File: config.mk
export PLATFORM = sky130hd
export DESIGN_NAME = alu_seq_ctrl
export DESIGN_NICKNAME = d
export VERILOG_FILES = /design/src/rtl/alu_seq_pkg.sv /design/src/rtl/alu_seq_regfile.sv /design/src/rtl/alu_seq_ctrl.sv
export SDC_FILE = /design/constraint.sdc
export NUM_CORES = 1
export LEC_CHECK = 0
export BUFFER_PORTS_ARGS = -buffer_cell sky130_fd_sc_hd__buf_2
export CORE_ASPECT_RATIO = 1.1
export CORE_MARGIN = 4
export CORE_UTILIZATION = 60
export CTS_BUF_LIST = sky130_fd_sc_hd__clkbuf_8
export DETAILED_ROUTE_END_ITERATION = 16
export HOLD_SLACK_MARGIN = 0.05
export PLACE_DENSITY = 0.84
export SYNTH_ARGS = -nofsm -noshare
export SYNTH_HDL_FRONTEND = slang
export SYNTH_SLANG_ARGS = --single-unit
File: constraint.sdc
create_clock -name clk -period 2.44 [get_ports clk]
set_clock_uncertainty 0.15 [all_clocks]
set_input_delay 0.244 -clock clk [delete_from_list [all_inputs] [get_ports clk]]
set_output_delay 0.244 -clock clk [all_outputs]
set_load 0.05 [all_outputs]
File: src/rtl/alu_seq_pkg.sv
// Shared types and decode helpers for the ALU sequencer.
package alu_seq_pkg;

  localparam int unsigned AluOpW = 15;

  typedef enum logic [3:0] {
    OpAdd, OpSub, OpCmp, OpAnd, OpOr, OpXor, OpNot, OpNeg,
    OpShl, OpShr, OpSt, OpLd, OpMov, OpLdump, OpSdump, OpIllegal
  } opcode_e;

  typedef enum logic [1:0] {StIdle, StExec, StMem, StWb} state_e;

  // Bit positions of the one-hot ALU strobes
  localparam int unsigned AluBitAdd   = 0;
  localparam int unsigned AluBitSub   = 1;
  localparam int unsigned AluBitCmp   = 2;
  localparam int unsigned AluBitAnd   = 3;
  localparam int unsigned AluBitOr    = 4;
  localparam int unsigned AluBitXor   = 5;
  localparam int unsigned AluBitNot   = 6;
  localparam int unsigned AluBitNeg   = 7;
  localparam int unsigned AluBitShl   = 8;
  localparam int unsigned AluBitShr   = 9;
  localparam int unsigned AluBitSt    = 10;
  localparam int unsigned AluBitLd    = 11;
  localparam int unsigned AluBitMov   = 12;
  localparam int unsigned AluBitLdump = 13;
  localparam int unsigned AluBitSdump = 14;

  function automatic logic [AluOpW-1:0] op_onehot(opcode_e op);
    logic [AluOpW-1:0] oh;
    oh = '0;
    unique case (op)
      OpAdd:   oh[AluBitAdd]   = 1'b1;
      OpSub:   oh[AluBitSub]   = 1'b1;
      OpCmp:   oh[AluBitCmp]   = 1'b1;
      OpAnd:   oh[AluBitAnd]   = 1'b1;
      OpOr:    oh[AluBitOr]    = 1'b1;
      OpXor:   oh[AluBitXor]   = 1'b1;
      OpNot:   oh[AluBitNot]   = 1'b1;
      OpNeg:   oh[AluBitNeg]   = 1'b1;
      OpShl:   oh[AluBitShl]   = 1'b1;
      OpShr:   oh[AluBitShr]   = 1'b1;
      OpSt:    oh[AluBitSt]    = 1'b1;
      OpLd:    oh[AluBitLd]    = 1'b1;
      OpMov:   oh[AluBitMov]   = 1'b1;
      OpLdump: oh[AluBitLdump] = 1'b1;
      OpSdump: oh[AluBitSdump] = 1'b1;
      default: oh = '0;
    endcase
    return oh;
  endfunction

  // Arithmetic/logic ops (ADD..SHR) are the only ones that touch Z/C/N
  function automatic logic writes_flags(opcode_e op);
    return op <= OpShr;
  endfunction

  function automatic logic is_load_op(opcode_e op);
    return (op == OpLd) || (op == OpLdump);
  endfunction

  function automatic logic is_store_op(opcode_e op);
    return (op == OpSt) || (op == OpSdump);
  endfunction

  function automatic logic is_mem_op(opcode_e op);
    return is_load_op(op) || is_store_op(op);
  endfunction

  function automatic logic writes_reg(opcode_e op);
    return (writes_flags(op) && (op != OpCmp)) || (op == OpMov) || is_load_op(op);
  endfunction

endpackage

File: src/rtl/alu_seq_regfile.sv
// NREGS x 16 register file: two async read ports, one sync write port.
module alu_seq_regfile #(
  parameter int unsigned NREGS = 8
) (
  input  logic                     clk,
  input  logic                     rst_n,
  input  logic [$clog2(NREGS)-1:0] i_raddr_a,
  output logic [15:0]              o_rdata_a,
  input  logic [$clog2(NREGS)-1:0] i_raddr_b,
  output logic [15:0]              o_rdata_b,
  input  logic                     i_we,
  input  logic [$clog2(NREGS)-1:0] i_waddr,
  input  logic [15:0]              i_wdata
);

  logic [15:0] r_mem [NREGS];

  // Storage: cleared on reset, written on the write-back edge
  always_ff @(posedge clk or negedge rst_n) begin
    if (!rst_n) begin
      for (int i = 0; i < int'(NREGS); i++) r_mem[i] <= '0;
    end else if (i_we) begin
      r_mem[i_waddr] <= i_wdata;
    end
  end

  assign o_rdata_a = r_mem[i_raddr_a];
  assign o_rdata_b = r_mem[i_raddr_b];

endmodule

File: src/rtl/alu_seq_ctrl.sv
// Multi-cycle sequencer driving the 16-bit ALU and data-memory port.
// Optional MEM-state timeout abort: define ALU_SEQ_CTRL_TIMEOUT_EN.
module alu_seq_ctrl
  import alu_seq_pkg::*;
#(
  parameter int unsigned NREGS       = 8,
  parameter int unsigned MEM_TIMEOUT = 255
) (
  input  logic                     clk,
  input  logic                     rst_n,
  input  logic                     in_valid,
  output logic                     in_ready,
  input  logic [3:0]               in_op,
  input  logic [$clog2(NREGS)-1:0] in_rd,
  input  logic [$clog2(NREGS)-1:0] in_rs,
  input  logic [15:0]              in_imm,
  input  logic                     in_use_imm,
  output logic [15:0]              alu_r1,
  output logic [15:0]              alu_r2,
  output logic [AluOpW-1:0]        alu_op,
  input  logic [16:0]              alu_result,
  output logic                     mem_req,
  output logic                     mem_we,
  output logic [15:0]              mem_addr,
  output logic [15:0]              mem_wdata,
  input  logic                     mem_ack,
  input  logic [15:0]              mem_rdata,
  output logic                     flag_z,
  output logic                     flag_c,
  output logic                     flag_n,
  output logic                     done,
  output logic                     err
);

  localparam int unsigned IdxW = $clog2(NREGS);

  state_e            r_state;
  opcode_e           r_op;
  logic [IdxW-1:0]   r_rd;
  logic [15:0]       r_alu_r1, r_alu_r2;
  logic [AluOpW-1:0] r_alu_op;
  logic [16:0]       r_res;
  logic [15:0]       r_rdata;
  logic              r_mem_req, r_mem_we;
  logic [15:0]       r_mem_addr, r_mem_wdata;
  logic              r_z, r_c, r_n, r_done, r_err;

  opcode_e     w_in_op;
  logic [15:0] w_rd_data, w_rs_data, w_wb_data;
  logic        w_wb_we;

  assign w_in_op   = opcode_e'(in_op);
  assign w_wb_we   = (r_state == StWb) && writes_reg(r_op);
  assign w_wb_data = is_load_op(r_op) ? r_rdata : r_res[15:0];

  alu_seq_regfile #(
    .NREGS(NREGS)
  ) u_regfile (
    .clk      (clk),
    .rst_n    (rst_n),
    .i_raddr_a(in_rd),
    .o_rdata_a(w_rd_data),
    .i_raddr_b(in_rs),
    .o_rdata_b(w_rs_data),
    .i_we     (w_wb_we),
    .i_waddr  (r_rd),
    .i_wdata  (w_wb_data)
  );

`ifdef ALU_SEQ_CTRL_TIMEOUT_EN
  localparam int unsigned TmoW = (MEM_TIMEOUT > 255) ? $clog2(MEM_TIMEOUT + 1) : 8;
  logic [TmoW-1:0] r_tmo_cnt;
`else
  logic w_unused_tmo;
  assign w_unused_tmo = (MEM_TIMEOUT != 0);
`endif

  // Sequencer FSM with all outputs registered
  always_ff @(posedge clk or negedge rst_n) begin
    if (!rst_n) begin
      r_state     <= StIdle;
      r_op        <= OpAdd;
      r_rd        <= '0;
      r_alu_r1    <= '0;
      r_alu_r2    <= '0;
      r_alu_op    <= '0;
      r_res       <= '0;
      r_rdata     <= '0;
      r_mem_req   <= 1'b0;
      r_mem_we    <= 1'b0;
      r_mem_addr  <= '0;
      r_mem_wdata <= '0;
      r_z         <= 1'b0;
      r_c         <= 1'b0;
      r_n         <= 1'b0;
      r_done      <= 1'b0;
      r_err       <= 1'b0;
`ifdef ALU_SEQ_CTRL_TIMEOUT_EN
      r_tmo_cnt   <= '0;
`endif
    end else begin
      r_done <= 1'b0;
      unique case (r_state)
        StIdle: begin
          if (in_valid) begin
            if (w_in_op == OpIllegal) begin
              // Illegal opcode retires immediately with no other effect
              r_err  <= 1'b1;
              r_done <= 1'b1;
            end else begin
              r_op     <= w_in_op;
              r_rd     <= in_rd;
              r_alu_r1 <= w_rd_data;
              r_alu_r2 <= in_use_imm ? in_imm : w_rs_data;
              r_alu_op <= op_onehot(w_in_op);
              r_state  <= StExec;
            end
          end
        end
        StExec: begin
          r_res    <= alu_result;
          r_alu_op <= '0;
          r_alu_r1 <= '0;
          r_alu_r2 <= '0;
          if (is_mem_op(r_op)) begin
            r_mem_req   <= 1'b1;
            r_mem_we    <= is_store_op(r_op);
            r_mem_addr  <= alu_result[15:0];
            // r_alu_r1 still holds reg[rd] sampled at accept
            r_mem_wdata <= is_store_op(r_op) ? r_alu_r1 : 16'h0;
            r_state     <= StMem;
`ifdef ALU_SEQ_CTRL_TIMEOUT_EN
            r_tmo_cnt   <= '0;
`endif
          end else begin
            r_done  <= 1'b1;
            r_state <= StWb;
          end
        end
        StMem: begin
          if (mem_ack) begin
            if (!r_mem_we) r_rdata <= mem_rdata;
            r_mem_req   <= 1'b0;
            r_mem_we    <= 1'b0;
            r_mem_addr  <= '0;
            r_mem_wdata <= '0;
            r_done      <= 1'b1;
            r_state     <= StWb;
          end
`ifdef ALU_SEQ_CTRL_TIMEOUT_EN
          else if (r_tmo_cnt == TmoW'(MEM_TIMEOUT - 1)) begin
            // Abort: skip WB entirely so rd keeps its old value
            r_mem_req   <= 1'b0;
            r_mem_we    <= 1'b0;
            r_mem_addr  <= '0;
            r_mem_wdata <= '0;
            r_err       <= 1'b1;
            r_done      <= 1'b1;
            r_state     <= StIdle;
          end else begin
            r_tmo_cnt <= r_tmo_cnt + 1'b1;
          end
`endif
        end
        StWb: begin
          if (writes_flags(r_op)) begin
            r_z <= (r_res[15:0] == 16'h0);
            r_c <= r_res[16];
            r_n <= r_res[15];
          end
          r_state <= StIdle;
        end
      endcase
    end
  end

  assign in_ready  = (r_state == StIdle);
  assign alu_r1    = r_alu_r1;
  assign alu_r2    = r_alu_r2;
  assign alu_op    = r_alu_op;
  assign mem_req   = r_mem_req;
  assign mem_we    = r_mem_we;
  assign mem_addr  = r_mem_addr;
  assign mem_wdata = r_mem_wdata;
  assign flag_z    = r_z;
  assign flag_c    = r_c;
  assign flag_n    = r_n;
  assign done      = r_done;
  assign err       = r_err;

endmodule

==> metrics.txt <==
status=finished, final reports clean; die area=roughly 22,000 um^2; Crit Reg-Reg Endpoint=alu_op[7]; Final nets=~1,300; synthesis-to-finish area growth=23.0%; number of synthesized flops with an enable pin=0; CTS HTree Levels=2; Critical Path RT=about 2.7 ns; Max-Cap Viols=0; crit path DAT=around 2.6 ns; Vias=9,844; crit end category=register; CTS Buffer Depth=3; sw power=between 9 and 10 mW; Final HPWL DP=between 20 and 25 mm; DRC Markers=0; Synth Instances=1,051; Distinct cells, synth=52; Worst Reg2Reg Path Length in Cells=6; synthesized area=about 12,000 um^2; GR met3 Demand/Resource=0.0665; Hold Path Class=primary input to asynchronous set/reset pin; antenna-violating nets left=0; DR iter-0 viols=1,025; total wire length=35.1 mm; commonest non-fill, non-tap cell in the layout=dfrtp_1; sequential area share after synthesis=0.537; # diodes=0; combinational share of power=0.446; Pre-antenna DRT Iters=6; routability cong.=roughly 0.86; Pint=about 12 mW; Final Util=0.759; Tot Pwr=between 20 and 25 mW; Crit Path Max Fanout=9; Net Count, Synth=between 1,000 and 1,500; I/O pin cnt=151; first-pass GRT wire length=~56 mm; Vias/cell=around 6.4; Final period util=0.935; Die Height=between 150 and 200 um; Async S/R FF share, synth=1.00; met2 usage=0.520; initial core utilization=0.617; initial antenna violation count=0; die width=approximately 140 um; core footprint=approximately 19,000 um^2; vias in the first global route=around 10,000; PwrDens=1440 nW/um^2; Final Hold Violating Endpoints=0; Num CTS Buffers=40; setup TNS=0 ns; post-synthesis register bit count=between 200 and 300; Slew headroom=0.432; worst slew pin tran=0.845 ns; IO Port Bufs=150; RSZ-0062 raised after global routing=false; CP Class=register to register; design area=about 15,000 um^2; Max Clk Rate=approximately 0.44 GHz; predominant post-synthesis flop cell=dfrtp_1; power share of the sequential group=0.374; crit start category=register; Ys Warns=0; Worst-path clk slew=approximately 0.07 ns; TritonCTS Sinks=about 260; routing usage on met1=0.407; GRT Residual Overflow=0; flop-to-flop setup slack=around 0.16 ns; launching point of the worst reg2reg path=r_state[1]; Clock Latency Late Sink=approximately 0.57 ns; fill count=around 1,100; Slew Limit Fails=0; leading cell types in the layout, fill and taps excluded=dfrtp_1, buf_2, nor2_1, a21oi_1, mux2i_1; largest net degree at the start of global routing=74; minimum clock period=roughly 2.3 ns; VDD IR-drop max=999 uV; share of layout cells above drive strength 1=0.285; grt peak-use layer=met2; Root Buffer=clkbuf_8; GRT Total Usage=0.320; CTS tree=yes; WL/cell=roughly 23 um; Sw Ratio=0.445; Leak Pwr=between 6 and 7 nW; row count=53; final setup fails=0; mean post-synth cell area=11.4 um^2; Clock power frac=0.180; Placed Area=roughly 13,000 um^2
-- final cells by class --
class                      instances  area (um^2)  share of cell area
sequential                       256         6410               0.436
multi-input combinational        706         5200               0.354
timing repair buffer             259         1900               0.129
clock buffer                      49          674              0.0459
tap                              247          309              0.0210
clock inverter                    22          156              0.0106
inverter                          10         37.5             0.00256
-- per-layer routing --
metal,up-vias,part of all wire
met5,-,0
met3,132,0.086
met1,4863,0.37
met4,0,0.055
met2,573,0.49
li1,4276,-
-- flip-flops by register name, summed over array words and instances, names as in the netlist --
signal and cells:
flag_c 1, flag_z 1, alu_op 15, r_state 2
r_rd 3, done 1, r_res 17, u_regfile.r_mem 128
r_op 4, mem_we 1, r_rdata 16, err 1
flag_n 1, mem_wdata 16, alu_r2 16, mem_req 1
mem_addr 16, alu_r1 16
-- critical path, cell delays in order (launching register included) --
cell           delay [ns]
dfrtp_1              0.41
inv_1                0.08
ha_1                 0.37
inv_2                0.19
nand3_1              0.09
dlygate4sd3_1        0.60
o41ai_1              0.27
-- synth_stat cells, types with 2 or more instances --
master | count | area share
nor4_1 | 4 | 0.0021
nor3_1 | 17 | 0.0071
nand2b_1 | 8 | 0.0042
dfrtp_1 | 256 | 0.54
o21ai_1 | 5 | 0.0021
nor2b_1 | 16 | 0.0084
a22oi_1 | 2 | 0.0013
o21a_1 | 2 | 0.0013
buf_6 | 2 | 0.0019
nor2_1 | 146 | 0.046
a22o_1 | 16 | 0.012
mux2i_1 | 71 | 0.060
mux2i_2 | 10 | 0.012
mux2_2 | 55 | 0.052
nand3_1 | 5 | 0.0021
nand2_1 | 37 | 0.012
ha_1 | 4 | 0.0042
nand4_1 | 2 | 0.0010
nand3b_1 | 5 | 0.0031
inv_1 | 10 | 0.0031
and3_1 | 17 | 0.0089
o21ai_0 | 47 | 0.020
a21o_1 | 2 | 0.0013
a311oi_2 | 6 | 0.0075
buf_2 | 40 | 0.017
mux4_2 | 32 | 0.060
o31ai_1 | 8 | 0.0050
o41ai_1 | 7 | 0.0051
clkbuf_1 | 33 | 0.010
o22ai_1 | 16 | 0.0084
a21oi_1 | 131 | 0.055
a221o_1 | 16 | 0.013
buf_4 | 3 | 0.0019
o22a_1 | 2 | 0.0015
-- through the flow --
step / cells / worst slack, ns / hold slack (ns)
finish: 1549 / 0.159 / 0.0957
global route: 1549 / 0.0273 / 0.175
CTS: 1549 / 0.130 / 0.118
detailed placement: 1419 / 0.202 / 0.104
global placement: 1419 / 0.317 / 0.102
floorplan: 1051 / 0.121 / -0.202
-- how the worst max path moves through the flow --
stage                           from  cells after the start  slack [ns]         end
after floorplan           r_state[0]                      6        0.12  alu_r1[12]
after global placement    r_state[0]                      5        0.32   alu_r1[8]
after detailed placement  r_state[0]                      5        0.20  alu_r1[14]
after CTS                 r_state[0]                      5        0.13   alu_op[7]
after global routing      r_state[0]                      5        0.03  alu_r1[14]
final                     r_state[1]                      6        0.16   alu_op[7]
-- power groups by stage --
stage | clock, mW | combinational (mW) | sequential (mW)
2_1_floorplan | 0 | 4.94 | 9.06
3_3_place_gp | 0 | 8.76 | 7.62
3_5_place_dp | 0 | 9.04 | 7.76
4_1_cts | 3.75 | 9.23 | 7.72
5_1_grt | 4.00 | 10.1 | 8.09
6_report | 3.80 | 9.45 | 7.93
-- logic make-up after synthesis --
family	share of synthesized area
and+or+nand+nor	0.103
AOI/OAI and AO/OA	0.138
DFF	0.537
muxes	0.183
buffers and inverters	0.0344
adders and majority gates	0.00419
xor gates and xnor gates	0.000734
-- what timing repair did --
action	in CTS	in global routing
endpoints found under the hold margin	328	0
gates resized for setup	0	1
buffers inserted	0	0
hold buffers	59	0
endpoints found under the setup margin	0	3
(Power assumes the default switching activity.)
